**src/rtl/ysyx_23060124_reg_writeback.sv**
```systemverilog
// Writeback stage: takes one result per cycle from execute, waits for LSU data on loads,
// extends it by load type and drives a single register-file write plus a retire pulse.
module ysyx_23060124_reg_writeback (
    input  logic        clock,
    input  logic        reset,
    input  logic        in_valid,
    output logic        in_ready,
    input  logic [3:0]  in_rd,
    input  logic        in_wen,
    input  logic [31:0] in_wdata,
    input  logic        in_is_load,
    input  logic [2:0]  in_funct3,
    input  logic [1:0]  in_addr_lo,
    input  logic        lsu_rvalid,
    output logic        lsu_rready,
    input  logic [31:0] lsu_rdata,
    input  logic [1:0]  lsu_rresp,
    output logic        rf_wen,
    output logic [3:0]  rf_waddr,
    output logic [31:0] rf_wdata,
    output logic [3:0]  wbu_rd,
    output logic        commit_valid,
    output logic        load_err
);

    typedef enum logic [1:0] {
        S_IDLE      = 2'd0,
        S_LOAD_WAIT = 2'd1,
        S_COMMIT    = 2'd2
    } state_t;

    state_t      state_q, state_d;
    logic [3:0]  rd_q, rd_d;
    logic        wen_q, wen_d;
    logic [31:0] data_q, data_d;
    logic        is_load_q, is_load_d;
    logic [2:0]  funct3_q, funct3_d;
    logic [1:0]  addr_lo_q, addr_lo_d;
    logic        err_q, err_d;
    logic        accept;

    function automatic logic [31:0] load_ext(input logic [31:0] rdata,
                                             input logic [2:0]  f3,
                                             input logic [1:0]  off);
        logic [7:0]  b;
        logic [15:0] h;
        case (off)
            2'd0:    b = rdata[7:0];
            2'd1:    b = rdata[15:8];
            2'd2:    b = rdata[23:16];
            default: b = rdata[31:24];
        endcase
        h = off[1] ? rdata[31:16] : rdata[15:0];
        case (f3)
            3'b000:  load_ext = {{24{b[7]}}, b};
            3'b001:  load_ext = {{16{h[15]}}, h};
            3'b100:  load_ext = {24'd0, b};
            3'b101:  load_ext = {16'd0, h};
            default: load_ext = rdata;
        endcase
    endfunction

    assign in_ready = (state_q != S_LOAD_WAIT);
    assign accept   = in_valid && in_ready;
    assign wbu_rd   = ((state_q != S_IDLE) && wen_q) ? rd_q : 4'd0;

    always_comb begin
        state_d      = state_q;
        rd_d         = rd_q;
        wen_d        = wen_q;
        data_d       = data_q;
        is_load_d    = is_load_q;
        funct3_d     = funct3_q;
        addr_lo_d    = addr_lo_q;
        err_d        = err_q;
        lsu_rready   = 1'b0;
        rf_wen       = 1'b0;
        rf_waddr     = 4'd0;
        rf_wdata     = 32'd0;
        commit_valid = 1'b0;
        load_err     = 1'b0;

        case (state_q)
            S_LOAD_WAIT: begin
                lsu_rready = 1'b1;
                if (lsu_rvalid) begin
                    data_d  = load_ext(lsu_rdata, funct3_q, addr_lo_q);
                    err_d   = |lsu_rresp;
                    state_d = S_COMMIT;
                end
            end
            S_COMMIT: begin
                commit_valid = 1'b1;
                load_err     = err_q;
                if (wen_q && (rd_q != 4'd0) && !err_q) begin
                    rf_wen   = 1'b1;
                    rf_waddr = rd_q;
                    rf_wdata = data_q;
                end
                state_d = S_IDLE;
            end
            default: ;
        endcase

        // Commit outputs above come from the old capture; a new accept only lands at the edge.
        if (accept) begin
            rd_d      = in_rd;
            wen_d     = in_wen;
            data_d    = in_wdata;
            is_load_d = in_is_load;
            funct3_d  = in_funct3;
            addr_lo_d = in_addr_lo;
            err_d     = 1'b0;
            state_d   = in_is_load ? S_LOAD_WAIT : S_COMMIT;
        end
    end

    always_ff @(posedge clock) begin
        if (reset) begin
            state_q   <= S_IDLE;
            rd_q      <= 4'd0;
            wen_q     <= 1'b0;
            data_q    <= 32'd0;
            is_load_q <= 1'b0;
            funct3_q  <= 3'd0;
            addr_lo_q <= 2'd0;
            err_q     <= 1'b0;
        end else begin
            state_q   <= state_d;
            rd_q      <= rd_d;
            wen_q     <= wen_d;
            data_q    <= data_d;
            is_load_q <= is_load_d;
            funct3_q  <= funct3_d;
            addr_lo_q <= addr_lo_d;
            err_q     <= err_d;
        end
    end

endmodule

```
**config.mk**
```make
export PLATFORM = sky130hd
export DESIGN_NAME = ysyx_23060124_reg_writeback
export DESIGN_NICKNAME = d
export VERILOG_FILES = /design/src/rtl/ysyx_23060124_reg_writeback.sv
export SDC_FILE = /design/constraint.sdc
export NUM_CORES = 1
export LEC_CHECK = 0
export BUFFER_PORTS_ARGS = -buffer_cell sky130_fd_sc_hd__buf_2
export CORE_MARGIN = 1.5
export CORE_UTILIZATION = 44
export DETAILED_ROUTE_END_ITERATION = 6
export PLACE_DENSITY = 0.77
export SLEW_MARGIN = 30
export SYNTH_ARGS = -nofsm -noshare
export SYNTH_HDL_FRONTEND = slang
export SYNTH_SLANG_ARGS = --single-unit
```
**constraint.sdc**
```tcl
create_clock -name clock -period 1.8 [get_ports clock]
set_input_delay 0.27 -clock clock [delete_from_list [all_inputs] [get_ports clock]]
set_output_delay 0.27 -clock clock [all_outputs]
set_load 0.02 [all_outputs]
```
==> results of run 1 <==
==> synth_stat cells, drive strengths merged, types with 2 or more instances <==
cell,number
a2111oi,4
a211oi,19
a21boi,4
a21oi,14
a221oi,25
a22oi,18
and2,40
and3,7
buf,24
clkbuf,14
dfxtp,45
inv,4
mux2,9
mux4,8
nand2,26
nand2b,2
nand3b,10
nor2,22
nor2b,2
nor3,6
nor4,7
o21ai,11
o21bai,18
o31ai,6
o41ai,4
or3,4
==> critical path, stage by stage, from the launching register on <==
cell      delay, ns
dfxtp_4        0.37
nor4_4         0.23
and4bb_4       0.28
buf_12         0.15
and2_1         0.16
buf_2          0.15
==> final timing paths <==
check | start | end | slack, ns | cells after the start
worst max-delay path | rd_q[3] | rf_wdata[1] | -0.11 | 5
worst min register to register | data_q[4] | data_q[4] | 0.49 | 2
worst min-delay path | in_rd[3] | rd_q[3] | 0.20 | 3
worst max register to register | addr_lo_q[1] | data_q[9] | 0.07 | 5
==> metal layers <==
layer | routed length, um | up-vias | track usage [%]
met5 | 0 | - | 0
met4 | 293 | 0 | 13.3
met3 | 930 | 28 | 7.77
met2 | 5330 | 182 | 44.5
met1 | 4530 | 1718 | 35.7
li1 | - | 1644 | -
==> flip-flops by register name, indices dropped and copies added, names as in the netlist <==
| signal | flops |
|---|---|
| state_q | 2 |
| wen_q | 1 |
| funct3_q | 3 |
| err_q | 1 |
| data_q | 32 |
| addr_lo_q | 2 |
| rd_q | 4 |
==> power by group through the flow <==
stage               clock (W)  combinational (W)  sequential (W)
finish               0.000658           0.000875         0.00116
global route         0.000703           0.000941         0.00117
floorplan                   0           0.000511         0.00115
global placement            0           0.000761         0.00117
detailed placement          0           0.000788         0.00117
CTS                  0.000653           0.000823         0.00116
==> placed cells by master (no fill, tap or decap), types with 8 or more instances in the layout <==
master	instances
buf_2	121
dfxtp_1	39
and2_1	38
buf_4	28
nand2_1	26
a221oi_1	19
nor2_1	19
a22oi_1	18
o21bai_1	18
a211oi_1	16
a21oi_1	11
nand3b_1	10
mux2_2	9
o21ai_0	9
mux4_2	8
==> area by class of cell <==
class	count	area, um^2
Fill cell	606	2580
Multi-Input combinational cell	276	2130
Timing Repair Buffer	160	992
Sequential cell	45	911
Tap cell	96	120
Clock buffer	6	72.6
Clock inverter	2	15.0
Inverter	4	15.0
==> what timing repair did <==
item,in CTS,in global routing
gates cloned,0,1
resized for setup,16,27
pin swaps,2,1
endpoints found under the setup margin,60,54
setup buffers,3,0
==> stage by stage <==
stage	cell area [um^2]	worst slack (ns)	util [%]	hold WS [ns]
detailed placement	3980	-0.230	58.2	0.463
global route	4250	-0.184	62.3	0.203
finish	4250	-0.111	62.3	0.196
global placement	3970	-0.368	58.1	0.461
floorplan	3140	0.0403	-	0.392
CTS	4140	-0.145	60.6	0.195
==> logic make-up after synthesis <==
logic type,synth area share [%]
simple gates,23.3
compound gates,32.1
flops,28.8
buf+inv,6.83
mux,8.99
==> results.cfg, run 1 <==
[layout]
antenna_cells = 0
instances_no_fill = 589
drive_above_1_share_pct = 44.4
syn2layout_area_growth_pct = 35.8
finalNetCount = 573

[floorplan]
die_height_um = 87.4
initial_core_util_pct = 45.9
io_pins = 126
dieArea_um2 = 7640
row_count = 30
design.core.area_um2 = 6830
dieWidth_um = 87.4

[routing]
ant_nets = 0
first_pass_iters = 5
routed_wl_mm = 11.1
wire_per_inst_um = 18.8
vias_per_cell = 6.06
dr.first_iter.drc_count = 262
vias = 3572
drc = 0

[placement]
hpwl_mm = 7.70
numPortBuffers = 125
placed_cells = 577
gp_congestion = 0.961

[power_and_ir_drop]
p_sw_w = 0.000922
max-vdd-ir-drop_v = 0.000329
combPwrFrac_pct = 32.5
power.total_w = 0.00270
seqPwrFrac_pct = 43.1
powerDensity_nw_per_um2 = 634
swShare_pct = 34.2
leakage_nw = 1.84
pwr-share-clk_pct = 24.4
p_int_w = 0.00177

[clock_network]
h-tree-depth = 2
clkLatencyLatePin_ns = 0.31
cts_root_buf = clkbuf_8
cts_sinks = 45
cts_tree = built
cts_buffers = 5
clkTransAtPathRegs_ns = 0.09
cts_max_path_buffers = 2
cts_hold_buf = 0

[timing]
setup_viol = 35
fmax_ghz = 0.523
worstMarginPinSlew_ns = 0.527
finalHoldViolCount = 0
tns_ns = -3.36
fin_crit_sh_pct = 106
fin_skew_ns = 0.0121
fin_ws_ns = -0.111
rsz0062_at_grt = true
slew_headroom_pct = 64.8
report.final.slew_viol_count = 0
min_period_ns = 1.91

[critical_path]
crit_arrival_ns = 1.64
cp-end-kind = primary output
critPathKind = reg -> out
cp_data_required_time_ns = 1.53
start_kind = flop
crit_fanout = 20

[outcome]
violations = negative setup slack
outcome = finished with violations

[logic_synthesis]
netlist_area_um2 = 3130
netlist.area_leader.share_pct = 28.8
synth_area_leaders = dfxtp_1, and2_1, a221oi_1
yosysUniqueCellTypes = 47
seq_area_frac_synth_pct = 28.8
synth_nets = 444
yosys_warnings = 0
yosys.area.top_type = dfxtp_1
syn_inst = 363
ys_ff_latch = 45
synth_ff_type = dfxtp_1
syn_avg_cell_area_um2 = 8.63
synthArstFlopShare_pct = 0
synth_edf_count = 0

[run]
cap_viol_max_count = 0

[grt]
grt_overflow = 0
grt_pass1_vias = 3438
grt_pass1_wl_mm = 16.7
track_usage_pct = 28.2
grt_max_degree = 31
antenna_found_initial = 0

[min_path]
hold_class = in -> reg
No activity file was read; power rests on OpenSTA's default activity.
==> run 2: changes to the inputs <==
--- a/constraint.sdc
+++ b/constraint.sdc
@@ -3,2 +3,2 @@
 set_output_delay 0.27 -clock clock [all_outputs]
-set_load 0.02 [all_outputs]
+set_load 0.05 [all_outputs]
==> run 2 against run 1 <==
Compared with the run above: the flow finishes with violations (design-rule violations, negative setup slack); cell area up 6.4%; via count is 1.5% higher; clock skew shrank 0.0061 ns; fmax grew 0.96%; non-clock buffer count grew 1; total power is 6.5% higher; sequential share of layout area shrank 1.3 points; clock power increased by 26%; die area unchanged; hold slack worse by 0.0070 ns; first-iteration DRC count grew 56%; register-to-register slack worse by 0.02 ns; largest cell class unchanged; highest routed layer unchanged.
==> results.cfg, run 2 (synthesized netlist as in run 1, its figures left out) <==
[timing]
fin_ws_ns = -0.0929
fmax_ghz = 0.528
rsz0062_at_grt = true
slew_headroom_pct = 64.7
min_period_ns = 1.89
fin_crit_sh_pct = 105
fin_skew_ns = 0.00600
tns_ns = -2.75
setup_viol = 35
finalHoldViolCount = 0
worstMarginPinSlew_ns = 0.528
report.final.slew_viol_count = 0

[critical_path]
critical_path.max_stage_delay_ns = 0.35
rr_startpoint = addr_lo_q[1]
crit_family = simple AND/OR/NAND/NOR gates
crit_fanout = 18
cp-end-kind = primary output
cp_data_required_time_ns = 1.53
crit_arrival_ns = 1.62
critPathKind = reg -> out
cp_cell_sequence = nor4_4, and4bb_4, buf_12, and2_4, buf_6
cp_slowest_cell = dfxtp_2
cp-startpoint = rd_q[1]
start_kind = flop
cp_num_buf_inv = 2
r2r_slack_ns = 0.05

[grt]
grt_overflow = 0
antenna_found_initial = 0
grt_pass1_vias = 3489
grt_pass1_wl_mm = 16.8
track_usage_pct = 28.3
grt_max_degree = 28

[placement]
placed_area_um2 = 4050
placed_cells = 578
gp_congestion = 0.911
numPortBuffers = 125
hpwl_mm = 7.64

[clock_network]
cts_sinks = 45
cts_tree = built
cts_buffers = 5
clkTransAtPathRegs_ns = 0.09
clkLatencyLatePin_ns = 0.31
cts_root_buf = clkbuf_8
cts_max_path_buffers = 2
h-tree-depth = 2

[power_and_ir_drop]
leakage_nw = 1.92
powerDensity_nw_per_um2 = 635
max-vdd-ir-drop_v = 0.000462
power.total_w = 0.00287

[layout]
antenna_cells = 0
layout_commonest_cell = buf_2
finalNetCount = 574
drive_above_1_share_pct = 50.4
largest_register_ffs = 32
stdcell_area_um2 = 4520
largest_register = data_q
instances_no_fill = 590
layout_common_cells = buf_2, dfxtp_1, buf_6
reg_top3 = data_q (32), rd_q (4), funct3_q (3)
final_core_util_pct = 66.2
syn2layout_area_growth_pct = 44.4

[floorplan]
dieArea_um2 = 7640
io_pins = 126
row_count = 30
initial_core_util_pct = 45.9
dieWidth_um = 87.4
die_height_um = 87.4
design.core.area_um2 = 6830

[routing]
ant_nets = 0
routed_wl_mm = 10.9
vias_per_cell = 6.15
drc = 4
dr.first_iter.drc_count = 410
first_pass_iters = 7
wire_per_inst_um = 18.4
vias = 3626

[run]
cap_viol_max_count = 0

[min_path]
min_from = in_rd[1]
hold_class = in -> reg

[outcome]
outcome = finished with violations
violations = design-rule violations, negative setup slack
run 2: cell types whose count changed in the layout (fill, tap and decap cells not counted), moves of 2 or more:
cell,delta
and2_1,-33
and2_4,+33
buf_6,+33
buf_2,-31
a221oi_1,+3
a221oi_2,-3
buf_12,-2
buf_8,+2
run 2: metrics by stage:
stage / hold WS, ns / setup WS, ns
final: 0.189 / -0.0929
after global routing: 0.187 / -0.150
after CTS: 0.183 / -0.0827
after detailed placement: 0.468 / -0.119
after global placement: 0.463 / -0.369
after floorplan: 0.392 / -0.0194
run 2: final timing paths:
path / end / cells after the start
worst max-delay path: rf_wdata[27] / 5
worst min-delay path: rd_q[1] / 3
worst max register to register: data_q[25] / 5
worst min register to register: data_q[6] / 2
run 2: power by group:
group | switching [W] | total [W] | internal [W]
registers | 0.0000722 | 0.00117 | 0.00109
clock network | 0.000380 | 0.000832 | 0.000452
logic | 0.000474 | 0.000873 | 0.000399
total | 0.000926 | 0.00287 | 0.00195
run 2: final cells by class:
| class | count | area (um^2) |
|---|---|---|
| clock buffers | 6 | 82.6 |
| clock inverters | 2 | 37.5 |
| fillers | 568 | 2310 |
| inverters | 4 | 15.0 |
| multi-input cells | 276 | 2170 |
| flip-flops and latches | 45 | 908 |
| well taps | 96 | 120 |
| repair buffers | 161 | 1190 |
run 2: metal layers:
layer  vias up  GRT usage [%]  share of wire [%]
li1       1652              -                  -
met1      1663           36.0                 39
met2       264           45.2                 47
met3        47           4.64                9.3
met4         0           16.3                4.4
met5         -              0                  0
run 2: tightest hold or removal path: cells and delay by family:
kind | cells | cell delay, ns
compound gates | 1 | 0.05
buf+inv | 1 | 0.09
simple gates | 1 | 0.05
run 2: timing repair:
| action | 4_1_cts | 5_1_grt |
|---|---|---|
| cloned | 0 | 1 |
| endpoints found under the setup margin | 59 | 52 |
| pin swaps | 2 | 1 |
| buffers inserted | 3 | 0 |
| gates resized for setup | 85 | 16 |
| hold buffers | 0 | 0 |
